**src/rtl/alu_pkg.sv**
```systemverilog
// Shared op codes, FSM states and op-decode helpers for the serial ALU.
package alu_pkg;

  localparam logic [2:0] OP_AND  = 3'b000;
  localparam logic [2:0] OP_OR   = 3'b001;
  localparam logic [2:0] OP_ADD  = 3'b010;
  localparam logic [2:0] OP_XOR  = 3'b011;
  localparam logic [2:0] OP_NOTA = 3'b100;
  localparam logic [2:0] OP_RSVD = 3'b101;
  localparam logic [2:0] OP_SUB  = 3'b110;
  localparam logic [2:0] OP_SLT  = 3'b111;

  // Function select driven into the 1-bit slice.
  localparam logic [1:0] SEL_AND = 2'b00;
  localparam logic [1:0] SEL_OR  = 2'b01;
  localparam logic [1:0] SEL_ADD = 2'b10;
  localparam logic [1:0] SEL_XOR = 2'b11;

  typedef enum logic [1:0] {
    S_IDLE = 2'b00,
    S_RUN  = 2'b01,
    S_DONE = 2'b10
  } state_t;

  // NOT A reuses the XOR path: b forced to 0 and inverted gives a ^ 1.
  function automatic logic [1:0] op_sel(input logic [2:0] op);
    logic [1:0] sel;
    sel = SEL_AND;
    case (op)
      OP_AND:  sel = SEL_AND;
      OP_OR:   sel = SEL_OR;
      OP_ADD:  sel = SEL_ADD;
      OP_XOR:  sel = SEL_XOR;
      OP_NOTA: sel = SEL_XOR;
      OP_SUB:  sel = SEL_ADD;
      OP_SLT:  sel = SEL_ADD;
      default: sel = SEL_AND;
    endcase
    return sel;
  endfunction

  // Ops that invert B; for SUB/SLT this also seeds the carry to 1.
  function automatic logic op_binv(input logic [2:0] op);
    return (op == OP_SUB) || (op == OP_SLT) || (op == OP_NOTA);
  endfunction

  // Ops whose final carry is reported on carry_out.
  function automatic logic op_arith(input logic [2:0] op);
    return (op == OP_ADD) || (op == OP_SUB) || (op == OP_SLT);
  endfunction

endpackage

```
**src/rtl/alu_slice.sv**
```systemverilog
// Combinational 1-bit ALU slice: B inverter, AND, OR, XOR and full adder.
module alu_slice
  import alu_pkg::*;
(
  input  logic       a,
  input  logic       b,
  input  logic       b_invert,
  input  logic       cin,
  input  logic [1:0] op,
  output logic       res,
  output logic       cout
);

  logic b_eff;

  assign b_eff = b ^ b_invert;

  // Function select; NOT is obtained as XOR against an inverted zero.
  always_comb begin
    res = 1'b0;
    case (op)
      SEL_AND: res = a & b_eff;
      SEL_OR:  res = a | b_eff;
      SEL_ADD: res = a ^ b_eff ^ cin;
      SEL_XOR: res = a ^ b_eff;
      default: res = 1'b0;
    endcase
  end

  assign cout = (a & b_eff) | (a & cin) | (b_eff & cin);

endmodule

```
**src/rtl/serial_alu.sv**
```systemverilog
// Bit-serial ALU: one result bit per clock, LSB first, through one alu_slice.
//
// state  | meaning
// S_IDLE | waiting for start; outputs hold last result
// S_RUN  | processing one bit per cycle, busy=1
// S_DONE | one-cycle done pulse; start here chains the next op
module serial_alu
  import alu_pkg::*;
#(
  parameter int WIDTH = 32,
  parameter int CNT_W = $clog2(WIDTH)
) (
  input  logic             clk,
  input  logic             rst_n,
  input  logic             start,
  input  logic [WIDTH-1:0] a,
  input  logic [WIDTH-1:0] b,
  input  logic [2:0]       op,
  output logic             busy,
  output logic             done,
  output logic [WIDTH-1:0] result,
  output logic             zero,
  output logic             carry_out,
  output logic             overflow
);

  localparam logic [CNT_W-1:0] LAST = CNT_W'(WIDTH - 1);

  state_t           state_q, state_d;
  logic [CNT_W-1:0] cnt_q;
  logic [WIDTH-1:0] a_sh, b_sh;
  logic [WIDTH-2:0] res_sh;
  logic [2:0]       op_q;
  logic             carry_q;

  logic             accept, last;
  logic             slice_b, slice_res, slice_cout, res_bit;
  logic [WIDTH-1:0] res_full, res_final;
  logic             ovf_msb;

  assign accept = start && (state_q != S_RUN);
  assign last   = (state_q == S_RUN) && (cnt_q == LAST);
  assign busy   = (state_q == S_RUN);
  assign done   = (state_q == S_DONE);

  // NOT A feeds a zero B so the inverted B turns XOR into NOT.
  assign slice_b = (op_q == OP_NOTA) ? 1'b0 : b_sh[0];

  alu_slice u_slice (
    .a        (a_sh[0]),
    .b        (slice_b),
    .b_invert (op_binv(op_q)),
    .cin      (carry_q),
    .op       (op_sel(op_q)),
    .res      (slice_res),
    .cout     (slice_cout)
  );

  assign res_bit  = (op_q == OP_RSVD) ? 1'b0 : slice_res;
  assign res_full = {res_bit, res_sh};
  assign ovf_msb  = carry_q ^ slice_cout;

  // Final result: SLT collapses to the signed less-than bit.
  always_comb begin
    res_final = res_full;
    if (op_q == OP_SLT) res_final = {{(WIDTH-1){1'b0}}, res_full[WIDTH-1] ^ ovf_msb};
  end

  // State register.
  always_ff @(posedge clk or negedge rst_n) begin
    if (!rst_n) state_q <= S_IDLE;
    else        state_q <= state_d;
  end

  // Next-state logic.
  always_comb begin
    state_d = state_q;
    case (state_q)
      S_IDLE:  if (start) state_d = S_RUN;
      S_RUN:   if (cnt_q == LAST) state_d = S_DONE;
      S_DONE:  state_d = start ? S_RUN : S_IDLE;
      default: state_d = S_IDLE;
    endcase
  end

  // Operand latching, shifting, carry chain and bit counter.
  always_ff @(posedge clk or negedge rst_n) begin
    if (!rst_n) begin
      a_sh    <= '0;
      b_sh    <= '0;
      res_sh  <= '0;
      op_q    <= OP_AND;
      carry_q <= 1'b0;
      cnt_q   <= '0;
    end else if (accept) begin
      a_sh    <= a;
      b_sh    <= b;
      op_q    <= op;
      carry_q <= op_binv(op);
      cnt_q   <= '0;
    end else if (state_q == S_RUN) begin
      a_sh    <= a_sh >> 1;
      b_sh    <= b_sh >> 1;
      res_sh  <= res_full[WIDTH-1:1];
      carry_q <= slice_cout;
      cnt_q   <= last ? '0 : cnt_q + CNT_W'(1);
    end
  end

  // Result and flags update only on the edge entering S_DONE.
  always_ff @(posedge clk or negedge rst_n) begin
    if (!rst_n) begin
      result    <= '0;
      zero      <= 1'b0;
      carry_out <= 1'b0;
      overflow  <= 1'b0;
    end else if (last) begin
      result    <= res_final;
      zero      <= (res_final == '0);
      carry_out <= op_arith(op_q) ? slice_cout : 1'b0;
      overflow  <= ((op_q == OP_ADD) || (op_q == OP_SUB)) ? ovf_msb : 1'b0;
    end
  end

endmodule

```
**config.mk**
```make
export PLATFORM = sky130hd
export DESIGN_NAME = serial_alu
export DESIGN_NICKNAME = d
export VERILOG_FILES = /design/src/rtl/alu_pkg.sv /design/src/rtl/alu_slice.sv /design/src/rtl/serial_alu.sv
export SDC_FILE = /design/constraint.sdc
export NUM_CORES = 1
export LEC_CHECK = 0
export ABC_AREA = 0
export CORE_MARGIN = 4
export CORE_UTILIZATION = 52
export DETAILED_ROUTE_END_ITERATION = 8
export DONT_BUFFER_PORTS = 1
export PLACE_DENSITY = 0.67
export SLEW_MARGIN = 25
export SYNTH_ARGS = -nofsm -noshare
export SYNTH_HDL_FRONTEND = slang
export SYNTH_SLANG_ARGS = --single-unit
```
**constraint.sdc**
```tcl
create_clock -name clk -period 2.3 [get_ports clk]
set_clock_uncertainty 0.2 [all_clocks]
set_input_delay 0.345 -clock clk [delete_from_list [all_inputs] [get_ports clk]]
set_output_delay 0.345 -clock clk [all_outputs]
set_load 0.01 [all_outputs]
```
==> qor.yml, run 1 <==
setup_violations: 0
floorplan.rows: 39
die_h_um: 117
cts_htree_levels: 4
netSwitchingPower_mw: 2.91
number_of_enable_type_register_cells_in_the_synthesized_netlist: 0
number_of_global_route_vias_before_repair: 4770
outcome: "finished, violations left"
postSynth.asyncResetShare_pct: 100
dr_wl_cell_um: 16.6
dr.first_iter.drc_count: 187
share_clk_of_total_power_pct: 29.6
via_per_inst: 5.40
worstPathRequired_ns: 2.40
synthToLayoutAreaGrowth_pct: 31.0
final_layout_size_suffix_gt1_share_pct: 9.45
yosysTopAreaCellShare_pct: 57.5
clock_sinks: 141
wirelength_um: 14100
postSynthNetCount: 655
postSynth.topFlopCell: "dfrtp_1"
fp.coreArea_um2: 11500
synthesis.area_per_instance_um2: 10.6
critical-path-top-delay-family: "compound AO/OA/AOI/OAI gates"
startpoint_type: "register"
layout_setup_ws_ns: 0.0953
timing.rr.start: "op_q[2]"
die_x_um: 117
synth_cell_type_count: 38
worst_ir_drop_vdd_uv: 880
final_cell_count_no_fill: 852
hold_path.class: "in2async"
global_route_wire_length_before_repair_um: 23400
drv.max_cap_violation_count: 0
grt_use_total_pct: 22.1
netlist.top_cell.by_area: "dfrtp_1"
yosys_warnings: 0
finalCritPeriodShare_pct: 95.9
cts_tree: "built"
routabilityCongestion: 0.727
regToRegSetupSlack_ns: 0.1
timing.critical_path.buf_inv: 1
drc_viols: 0
final_period_minus_worst_setup_slack_ns: 2.20
firstDrtPassIters: 4
antenna_cells_inserted: 0
nNetsFinal: 771
clock.fmax_mhz: 454
timing.critical_path.fanout_max: 4
timing.critical_path.arrival_ns: 2.30
initial_utilization_pct: 53.5
ys_seq_elements: 141
max-slew-margin-rel_pct: 70.6
synthesis.instances: 580
synth_area_leaders: "dfrtp_1 57%, mux2i_1 10%, nand2_1 10%"
antenna_found_initial: 0
cell_internal_pwr_mw: 6.34
timing_max_transition_violations_final: 0
floorplan.die_area_um2: 13600
finalSetupTns_ns: 0
path_class: "reg2reg"
worstMarginPinSlew_ns: 0.437
worstSetupEndpointType: "register"
dpl.hpwl_um: 7520
clk_path_buf_depth: 2
sequentialPowerShare_pct: 43.3
fill_cells: 778
fin_worst_hold_slack_ns: -0.571
total_power_mw: 9.25
drt.antenna.violating_nets: 0
placedCellCount: 697
cts.reportedPaths.clkPinSlew_ns: 0.06
syn_area_um2: 6140
design.portCount: 107
total_leakage_power_nw: 3.79
hold_viol_final: 141
routed-via-count: 4604
synth.yosys.seq_area_share_pct: 57.5
cells_traversed_along_the_worst_timing_path: "nand2_1, nand2_1, o21ai_2, inv_2, fa_2, and2_4, o21ai_2, nand4_1, a32o_1"
detailedPlace.worstSlack_ns: -0.0688
grt_max_degree: 142
clock-root-buffer: "clkbuf_16"
reg2reg_to: "zero"
power.share.switching_pct: 31.4
cts-hold-fix-buffers: 117
violations: "hold timing"
slowest_delay_ns: 0.47
grt_remaining_overflow: 0
clk_latency_ns: 0.42
combPwrFrac_pct: 27.1
numPortBuffers: 0
timing.reg2reg.worst_path_depth: 9
cts_buffers: 17
critical-path-slowest-cell: "fa_2"
power_density_nw_per_um2: 1150
-- layout make-up --
cell class                 instances  area, µm²  area share, %
tap                              143        179           2.23
timing repair buffer             134       1330           16.5
clock buffer                      20        467           5.80
clock inverter                    12        133           1.65
multi-input combinational        394       2370           29.5
sequential                       141       3530           43.9
inverter                           8       40.0          0.498
-- synth_stat cells, types with 2 or more instances --
cell	number
o21ai_0	75
ha_1	4
a22o_1	30
nor2_1	9
nand4_1	3
nor2b_1	3
o211a_1	2
buf_6	8
nor4_1	7
nand2b_1	3
nand2_1	166
buf_2	17
inv_1	6
and2_0	2
o211ai_1	2
o21ai_1	3
mux2_2	2
mux2i_1	64
nor3b_1	3
dfrtp_1	141
nand3_1	3
buf_4	3
clkbuf_1	9
-- routing by layer --
layer	share of wire (%)	global-route usage, %	vias up
met4	2.6	9.40	0
met1	42	26.9	2233
li1	-	-	2229
met3	5.2	6.06	32
met5	0	0	-
met2	50	37.0	110
-- cells in the final DEF (no fill, tap or decap), drive strengths merged, types with 7 or more instances in the layout --
master	count
inv	11
nand2	167
dfrtp	141
mux2i	64
a22o	30
nor2	9
buf	18
clkbuf	20
o21ai	78
nor4	7
dlygate4sd3	116
-- power by group through the flow --
| stage | combinational, mW | clock [mW] | sequential (mW) |
|---|---|---|---|
| after floorplan | 1.50 | 0 | 3.82 |
| final | 2.51 | 2.74 | 4.01 |
| after CTS | 2.28 | 2.80 | 3.97 |
| after global placement | 1.71 | 0 | 3.97 |
| after global routing | 2.84 | 2.90 | 4.13 |
| after detailed placement | 1.80 | 0 | 4.00 |
-- cell families after synthesis --
| group | share of synthesized area [%] |
|---|---|
| buffers and inverters | 4.42 |
| adders and majority gates | 1.14 |
| AOI/OAI and AO/OA | 11.8 |
| xor gates and xnor gates | 0.285 |
| DFF | 57.5 |
| and+or+nand+nor | 14.0 |
| muxes | 10.8 |
-- registers in the layout, indices dropped and copies added, names as in the netlist --
name,count
cnt_q,5
b_sh,32
op_q,3
result,32
state_q,2
carry_q,1
zero,1
overflow,1
carry_out,1
res_sh,31
a_sh,32
-- timing repair --
| item | CTS | global route |
|---|---|---|
| setup buffers | 2 | 4 |
| hold endpoints to repair | 214 | 141 |
| endpoints found under the setup margin | 1 | 4 |
| gates resized for setup | 3 | 11 |
| pin swaps | 7 | 9 |
-- worst max path at each step --
stage          startpoint         end  slack (ns)  cells past startpoint
6_report          op_q[2]        zero         0.1                      9
3_5_place_dp      op_q[0]        zero       -0.07                      9
3_3_place_gp      op_q[0]        zero       0.009                      9
2_1_floorplan     op_q[0]        zero       0.001                      9
4_1_cts           op_q[0]  res_sh[30]        0.02                     11
5_1_grt           op_q[0]        zero      -0.002                      9
-- stage by stage --
step / instance area (µm²) / utilization, %
6_report: 8040 / 70.1
5_1_grt: 8040 / 70.1
4_1_cts: 7990 / 69.7
3_5_place_dp: 6180 / 53.9
3_3_place_gp: 6180 / 53.9
2_1_floorplan: 6140 / -
(Power assumes the default switching activity.)
==> inputs of run 2 (changes only) <==
--- a/config.mk
+++ b/config.mk
@@ -10,7 +10,8 @@
 export CORE_UTILIZATION = 52
 export DETAILED_ROUTE_END_ITERATION = 8
 export DONT_BUFFER_PORTS = 1
-export PLACE_DENSITY = 0.67
+export PLACE_DENSITY = 0.64
+export RECOVER_POWER = 100
 export SLEW_MARGIN = 25
 export SYNTH_ARGS = -nofsm -noshare
 export SYNTH_HDL_FRONTEND = slang
==> constraint.sdc (replaced) <==
create_clock -name clk -period 2.7 [get_ports clk]
set_clock_uncertainty 0.2 [all_clocks]
set_input_delay 0.405 -clock clk [delete_from_list [all_inputs] [get_ports clk]]
set_output_delay 0.405 -clock clk [all_outputs]
set_load 0.01 [all_outputs]
==> qor.yml, run 2 (same netlist as run 1, synthesis figures left out) <==
outcome: "finished, violations left"  # unchanged
violations: "hold timing"  # unchanged
routed-via-count: 4210  # was 4,604
regToRegSetupSlack_ns: 0.23  # was 0.1 ns
floorplan.rows: 39  # unchanged
dr_wl_cell_um: 16.5  # was 16.6 µm
numPortBuffers: 0  # unchanged
finalCritPeriodShare_pct: 91.3  # was 95.9%
clk_path_buf_depth: 2  # unchanged
design.portCount: 107  # unchanged
worstSetupEndpointType: "register"  # unchanged
number_of_global_route_vias_before_repair: 4331  # was 4,770
timing.critical_path.fanout_max: 3  # was 4
unrepaired_setup_endpoints_after_global_routing: "false"
cts_tree: "built"  # unchanged
clock-root-buffer: "clkbuf_16"  # unchanged
firstDrtPassIters: 5  # was 4
setup_violations: 0  # unchanged
finalSetupTns_ns: 0  # unchanged
clock.fmax_mhz: 406  # was 454 MHz
startpoint_type: "register"  # unchanged
max-slew-margin-rel_pct: 43.6  # was 70.6%
reg2reg_to: "zero"  # unchanged
worstPathRequired_ns: 2.80  # was 2.40 ns
path_class: "reg2reg"  # unchanged
floorplan.die_area_um2: 13600  # unchanged
power_density_nw_per_um2: 1020  # was 1150 nW/µm²
cts_htree_levels: 4  # unchanged
layout.cells.most_common: "nand2_1"  # unchanged
final_layout_size_suffix_gt1_share_pct: 6.36  # was 9.45%
die_h_um: 117  # unchanged
antenna_found_initial: 0  # unchanged
largest_registers: "a_sh x32, b_sh x32, result x32"  # unchanged
worstMarginPinSlew_ns: 0.846  # was 0.437 ns
global_route_wire_length_before_repair_um: 21200  # was 23,400 µm
synthToLayoutAreaGrowth_pct: 17.9  # was 31.0%
hold_viol_final: 141  # unchanged
nNetsFinal: 692  # was 771
grt_remaining_overflow: 0  # unchanged
antenna_cells_inserted: 0  # unchanged
total_leakage_power_nw: 3.46  # was 3.79 nW
cts_setup_buffers: 0  # was 2
clk_latency_ns: 0.42  # about the same
drv.max_cap_violation_count: 0  # unchanged
fill_cells: 917  # was 778
wirelength_um: 12700  # was 14,100 µm
mostFrequentLayoutCells: "166 x nand2_1, 140 x dfrtp_1, 74 x o21ai_0"  # was 166 x nand2_1, 141 x dfrtp_1, 116 x dlygate4sd3_1
clock_sinks: 141  # unchanged
detailedPlace.worstSlack_ns: 0.0987  # was -0.0688 ns
critical_path.startpoint: "op_q[0]"  # was op_q[2]
timing.critical_path.arrival_ns: 2.57  # was 2.30 ns
timing_max_transition_violations_final: 0  # unchanged
fp.coreArea_um2: 11500  # unchanged
via_per_inst: 5.45  # was 5.40
cts_buffers: 17  # unchanged
total_power_mw: 7.39  # was 9.25 mW
grt_max_degree: 142  # unchanged
final_period_minus_worst_setup_slack_ns: 2.47  # was 2.20 ns
initial_utilization_pct: 53.5  # unchanged
layout_setup_ws_ns: 0.234  # was 0.0953 ns
routabilityCongestion: 0.735  # was 0.727
drt.antenna.violating_nets: 0  # unchanged
cp-endpoint: "zero"  # unchanged
drc_viols: 0  # unchanged
fin_worst_hold_slack_ns: -0.521  # was -0.571 ns
cts.reportedPaths.clkPinSlew_ns: 0.06  # about the same
dr.first_iter.drc_count: 268  # was 187
timing.rr.start: "op_q[0]"  # was op_q[2]
die_x_um: 117  # unchanged
hold_path.class: "in2async"  # unchanged
cts-hold-fix-buffers: 51  # was 117
dpl.hpwl_um: 7410  # was 7520 µm
grt_use_total_pct: 20.0  # was 22.1%
worst_ir_drop_vdd_uv: 624  # was 880 µV
timing.reg2reg.worst_path_depth: 9  # unchanged
finalCoreUtilization_pct: 63.1  # was 70.1%
==> run 2: cell count changes in the layout (fill, tap and decap cells not counted), moves of 3 or more <==
| cell | before | now |
|---|---|---|
| buf_4 | 15 | 2 |
| clkinv_2 | 3 | 0 |
| clkbuf_1 | 0 | 3 |
| dlygate4sd3_1 | 116 | 51 |
| o21ai_2 | 4 | 0 |
==> run 2: repair_timing <==
item,4_1_cts,5_1_grt
hold endpoints to repair,190,141
setup endpoints to repair,0,2
resized for setup,0,3
==> run 2: cell type report <==
type,instances,area (µm²),area share (%)
clock buffers,22,464,6.42
flip-flops and latches,141,3530,48.8
clock inverters,9,160,2.21
multi-input cells,394,2320,32.1
inverters,8,40.0,0.553
well taps,143,179,2.47
repair buffers,55,538,7.44
==> run 2: worst max-delay path, stage by stage, from the launching register on <==
cell     delay, ns
dfrtp_1       0.37
inv_1         0.10
o21ai_0       0.10
o21ai_1       0.18
inv_1         0.10
fa_1          0.51
and2_0        0.19
o21ai_1       0.17
nand4_1       0.15
a32o_1        0.27
==> run 2: per-layer routing <==
layer	routed length [µm]	vias up	global-route usage, %
met2	6170	92	31.4
met5	0	-	0
met3	668	18	6.48
li1	-	2059	-
met1	5680	2041	25.6
met4	217	0	8.94
==> run 2: metrics by stage <==
stage                     instance area (µm²)  instances
after floorplan                          6140        580
after global placement                   6130        690
after detailed placement                 6130        690
after CTS                                7260        772
after global routing                     7240        772
final                                    7240        772
==> run 2: report_power, final <==
group	switching [mW]	leakage, nW	internal (mW)
registers	0.581	1.77	2.82
logic	0.815	1.40	0.700
clock network	0.882	0.293	1.59
total	2.28	3.46	5.12
==> run 2: how the worst min path moves through the flow <==
stage | depth (start not counted) | endpoint
2_1_floorplan | 0 | a_sh[0]
3_3_place_gp | 0 | carry_out
3_5_place_dp | 0 | op_q[0]
4_1_cts | 0 | res_sh[30]
5_1_grt | 0 | overflow
6_report | 0 | op_q[1]
==> patch 1, RTL diff (settings of run 2) <==
Register the outputs `busy` and `done`, without a reset; this adds one clock of latency there. The other outputs are not delayed to match. Comments in the files are not updated.
--- a/src/rtl/serial_alu.sv
+++ b/src/rtl/serial_alu.sv
@@ -42,4 +42,6 @@
   assign last   = (state_q == S_RUN) && (cnt_q == LAST);
-  assign busy   = (state_q == S_RUN);
-  assign done   = (state_q == S_DONE);
+  always_ff @(posedge clk) begin
+    busy <= (state_q == S_RUN);
+    done <= (state_q == S_DONE);
+  end
 
Function: changed (a bounded check fails within 4 cycles, from zero or initial values and one cycle with rst_n low).
==> patch 1 against run 2 <==
- synthesized cell count up 1.4%
- power up 3.8%
- highest routed layer unchanged
- sequential cell count up 2
- worst setup slack worse by 0.12 ns
- critical path depth up 1
- largest power group unchanged
- the flow still finishes with violations (hold timing)
- synthesized area up 0.57%
- final area up 3.9%
- cell count up 3.0%
- via count up 3.9%
- routed wire length up 1.1%
- core utilization up 2.2 points
- critical path type unchanged
- count of clock-buffer cells in the layout down 4
==> patch 1: results <==
set metrics [dict create \
    outcome "complete, but fails checks" \
    dr_total_vias 4375 \
    dp.cells 701 \
    hold_slack_ns -0.523 \
    final_layout_size_suffix_gt1_frac 0.0828 \
    met1_length_um 5560 \
    ys_top_cells_by_area "dfrtp_1 57%, mux2i_1 10%, nand2_1 10%, o21ai_0 6.0%, a22o_1 4.3%" \
    n_all_inverters 11 \
    track_usage 0.203 \
    wl_met3_um 719 \
    synth_common_cells "167 x nand2_1, 141 x dfrtp_1, 74 x o21ai_0" \
    pre_cts_slack_ns 0.0817 \
    synth-seq-cells 143 \
    reg2reg_depth 10 \
    pwr-share-seq 0.446 \
    seq_share 0.475 \
    layout.nonclk_buf_frac 0.0946 \
    clk_share 0.0869 \
    drtIter0Drc 249 \
    place_hpwl_um 7730 \
    routedWlPerCell_um 16.2 \
    synth_adder_area_share 0.0113 \
    violations "hold timing" \
    finalHoldViolCount 141 \
    grt_use_met3 0.0776 \
    r2r_slack_ns 0.12 \
    wl_met2_um 6340 \
    powerDensity_nw_per_um2 1020 \
    multi_input_area_um2 2360 \
]
[patch 1: worst max path at each step]
stage / cells past startpoint / from / slack (ns) / to
finish: 10 / op_q[0]$_DFFE_PN0P_ / 0.12 / zero$_DFFE_PN0P_
floorplan: 11 / op_q[0]$_DFFE_PN0P_ / 0.14 / zero$_DFFE_PN0P_
detailed placement: 10 / op_q[0]$_DFFE_PN0P_ / 0.08 / result[31]$_DFFE_PN0P_
CTS: 10 / op_q[0]$_DFFE_PN0P_ / 0.06 / zero$_DFFE_PN0P_
global placement: 10 / op_q[0]$_DFFE_PN0P_ / 0.17 / zero$_DFFE_PN0P_
global route: 10 / op_q[0]$_DFFE_PN0P_ / 0.002 / result[31]$_DFFE_PN0P_
[patch 1: what timing repair did]
| action | 4_1_cts | 5_1_grt |
|---|---|---|
| setup buffers | 0 | 0 |
| hold buffers | 61 | 1 |
| resized for setup | 0 | 2 |
| endpoints found under the hold margin | 199 | 142 |
| setup endpoints to repair | 0 | 3 |
==> patch 2, RTL diff (settings of run 2) <==
Without the edit above. Set the parameter `WIDTH` to 128 (it was 32).
--- a/src/rtl/serial_alu.sv
+++ b/src/rtl/serial_alu.sv
@@ -9,3 +9,3 @@
 #(
-  parameter int WIDTH = 32,
+  parameter int WIDTH = 128,
   parameter int CNT_W = $clog2(WIDTH)
Interface: changed (resized a, b and result); port bits go from 107 to 395. No check against the original RTL was run, so the function may have changed too.
==> patch 2 against run 2 <==
- the flow finishes with violations (hold timing, slew limit)
- power grew to 3.3 times the old value
- synthesized area rose to 3.7 times the old value
- maximum frequency decreased by 3.8%
- worst setup slack worse by 0.096 ns
- die area grew to 3.4 times the old value
- synthesized cell count rose to 4.0 times the old value
- final area grew to 4.1 times the old value
- routed wire length grew to 5.2 times the old value
- sequential cell count rose by 386
- cell count rose to 4.4 times the old value
- critical path type is now flip-flop to output pin
- non-clock buffer count increased by 482
- critical path depth is 6 lower
==> patch 2: results <==
set metrics [dict create \
    sequentialPower_mw 11.2 \
    period_needed_ns 2.56 \
    synth_adder_area_share 0.00255 \
    cp_top_family "buffers and inverters" \
    synth_cell_type_count 35 \
    wl_met2_um 31700 \
    pre_cts_slack_ns 0.171 \
    report.final.slew_viol_count 314 \
    met1_length_um 26900 \
    reg_top3 "a_sh (128), b_sh (128), result (128)" \
    synth_xor_area_frac 0.00138 \
    cts_hold_buf 517 \
    final_layout_size_suffix_gt1_frac 0.0430 \
    r2r-end "a_sh[97]$_DFFE_PN0P_" \
    wl_um 65700 \
    use_met1 0.361 \
    pwr-share-comb 0.220 \
    grt_first_pass_wirelength_um 106000 \
    clock_latency_ns 0.60 \
    ys_top_cells_by_area "dfrtp_1 58%, nand2_1 15%, mux2i_1 11%, o21ai_0 8.8%, buf_2 1.6%" \
    peakVddDrop_v 0.000746 \
    r2r_start "state_q[1]$_DFFE_PN0P_" \
    reg2reg_depth 4 \
    hold_slack_ns -0.679 \
    r2r_slack_ns 0.19 \
    violations "hold timing, slew limit" \
    track_usage 0.279 \
    grt_use_met3 0.0655 \
    outcome "complete, but fails checks" \
    cp_max_fo 151 \
    drt-vias-per-instance 5.44 \
    synth_compound_area_frac 0.0930 \
    place_hpwl_um 34300 \
    ys_seq_area_frac 0.584 \
    grt_pass1_vias 19200 \
    grt_antenna_before_repair 13 \
    final_nets 3040 \
    routed.top_layer "met5" \
    synth_common_cells "898 x nand2_1, 527 x dfrtp_1, 399 x o21ai_0" \
    drtIter0Drc 1804 \
    relSlewSlack -0.645 \
    syn_nets 2604 \
    clockBufferDepth 3 \
    numCtsBuffers 55 \
    slowest_delay_ns 0.41 \
    cp_slowest_cell "buf_16" \
    htreeDepth 2 \
    wl_met3_um 4180 \
    grt_use_met2 0.454 \
    crit_end "busy" \
    synthMuxAreaShare 0.114 \
    grt_max_degree 528 \
    p_leak_nw 14.2 \
    setup_viol 0 \
    power.share.switching 0.294 \
    finalHoldViolCount 527 \
    gp_congestion 0.796 \
    cts_root_buffer "clkbuf_16" \
]
patch 2: changes by cell type after synthesis, sizes merged, moves of 7 or more:
cell | before | now
buf | 28 | 91
nand4 | 3 | 10
nand2 | 167 | 898
nor4 | 7 | 33
dfrtp | 141 | 527
a22o | 30 | 1
clkbuf | 9 | 67
o21ai | 78 | 400
mux2i | 64 | 256
patch 2: metrics by stage:
step	std cells	instance area (um2)	hold slack (ns)	total power, mW
finish	3415	29800	-0.679	24.4
global route	3415	29800	-0.717	25.7
CTS	3402	29800	-0.734	23.9
detailed placement	2785	22800	-0.0726	14.4
global placement	2785	22800	-0.0696	14.2
floorplan	2338	22600	-0.0906	13.4
patch 2: area by class of cell:
| class | instances | area [um2] |
|---|---|---|
| flip-flops and latches | 527 | 13200 |
| multi-input cells | 1643 | 8580 |
| fillers | 3057 | 13100 |
| clock inverters | 21 | 248 |
| well taps | 585 | 732 |
| inverters | 10 | 53.8 |
| clock buffers | 79 | 1610 |
| repair buffers | 537 | 5390 |
| diodes | 13 | 32.5 |
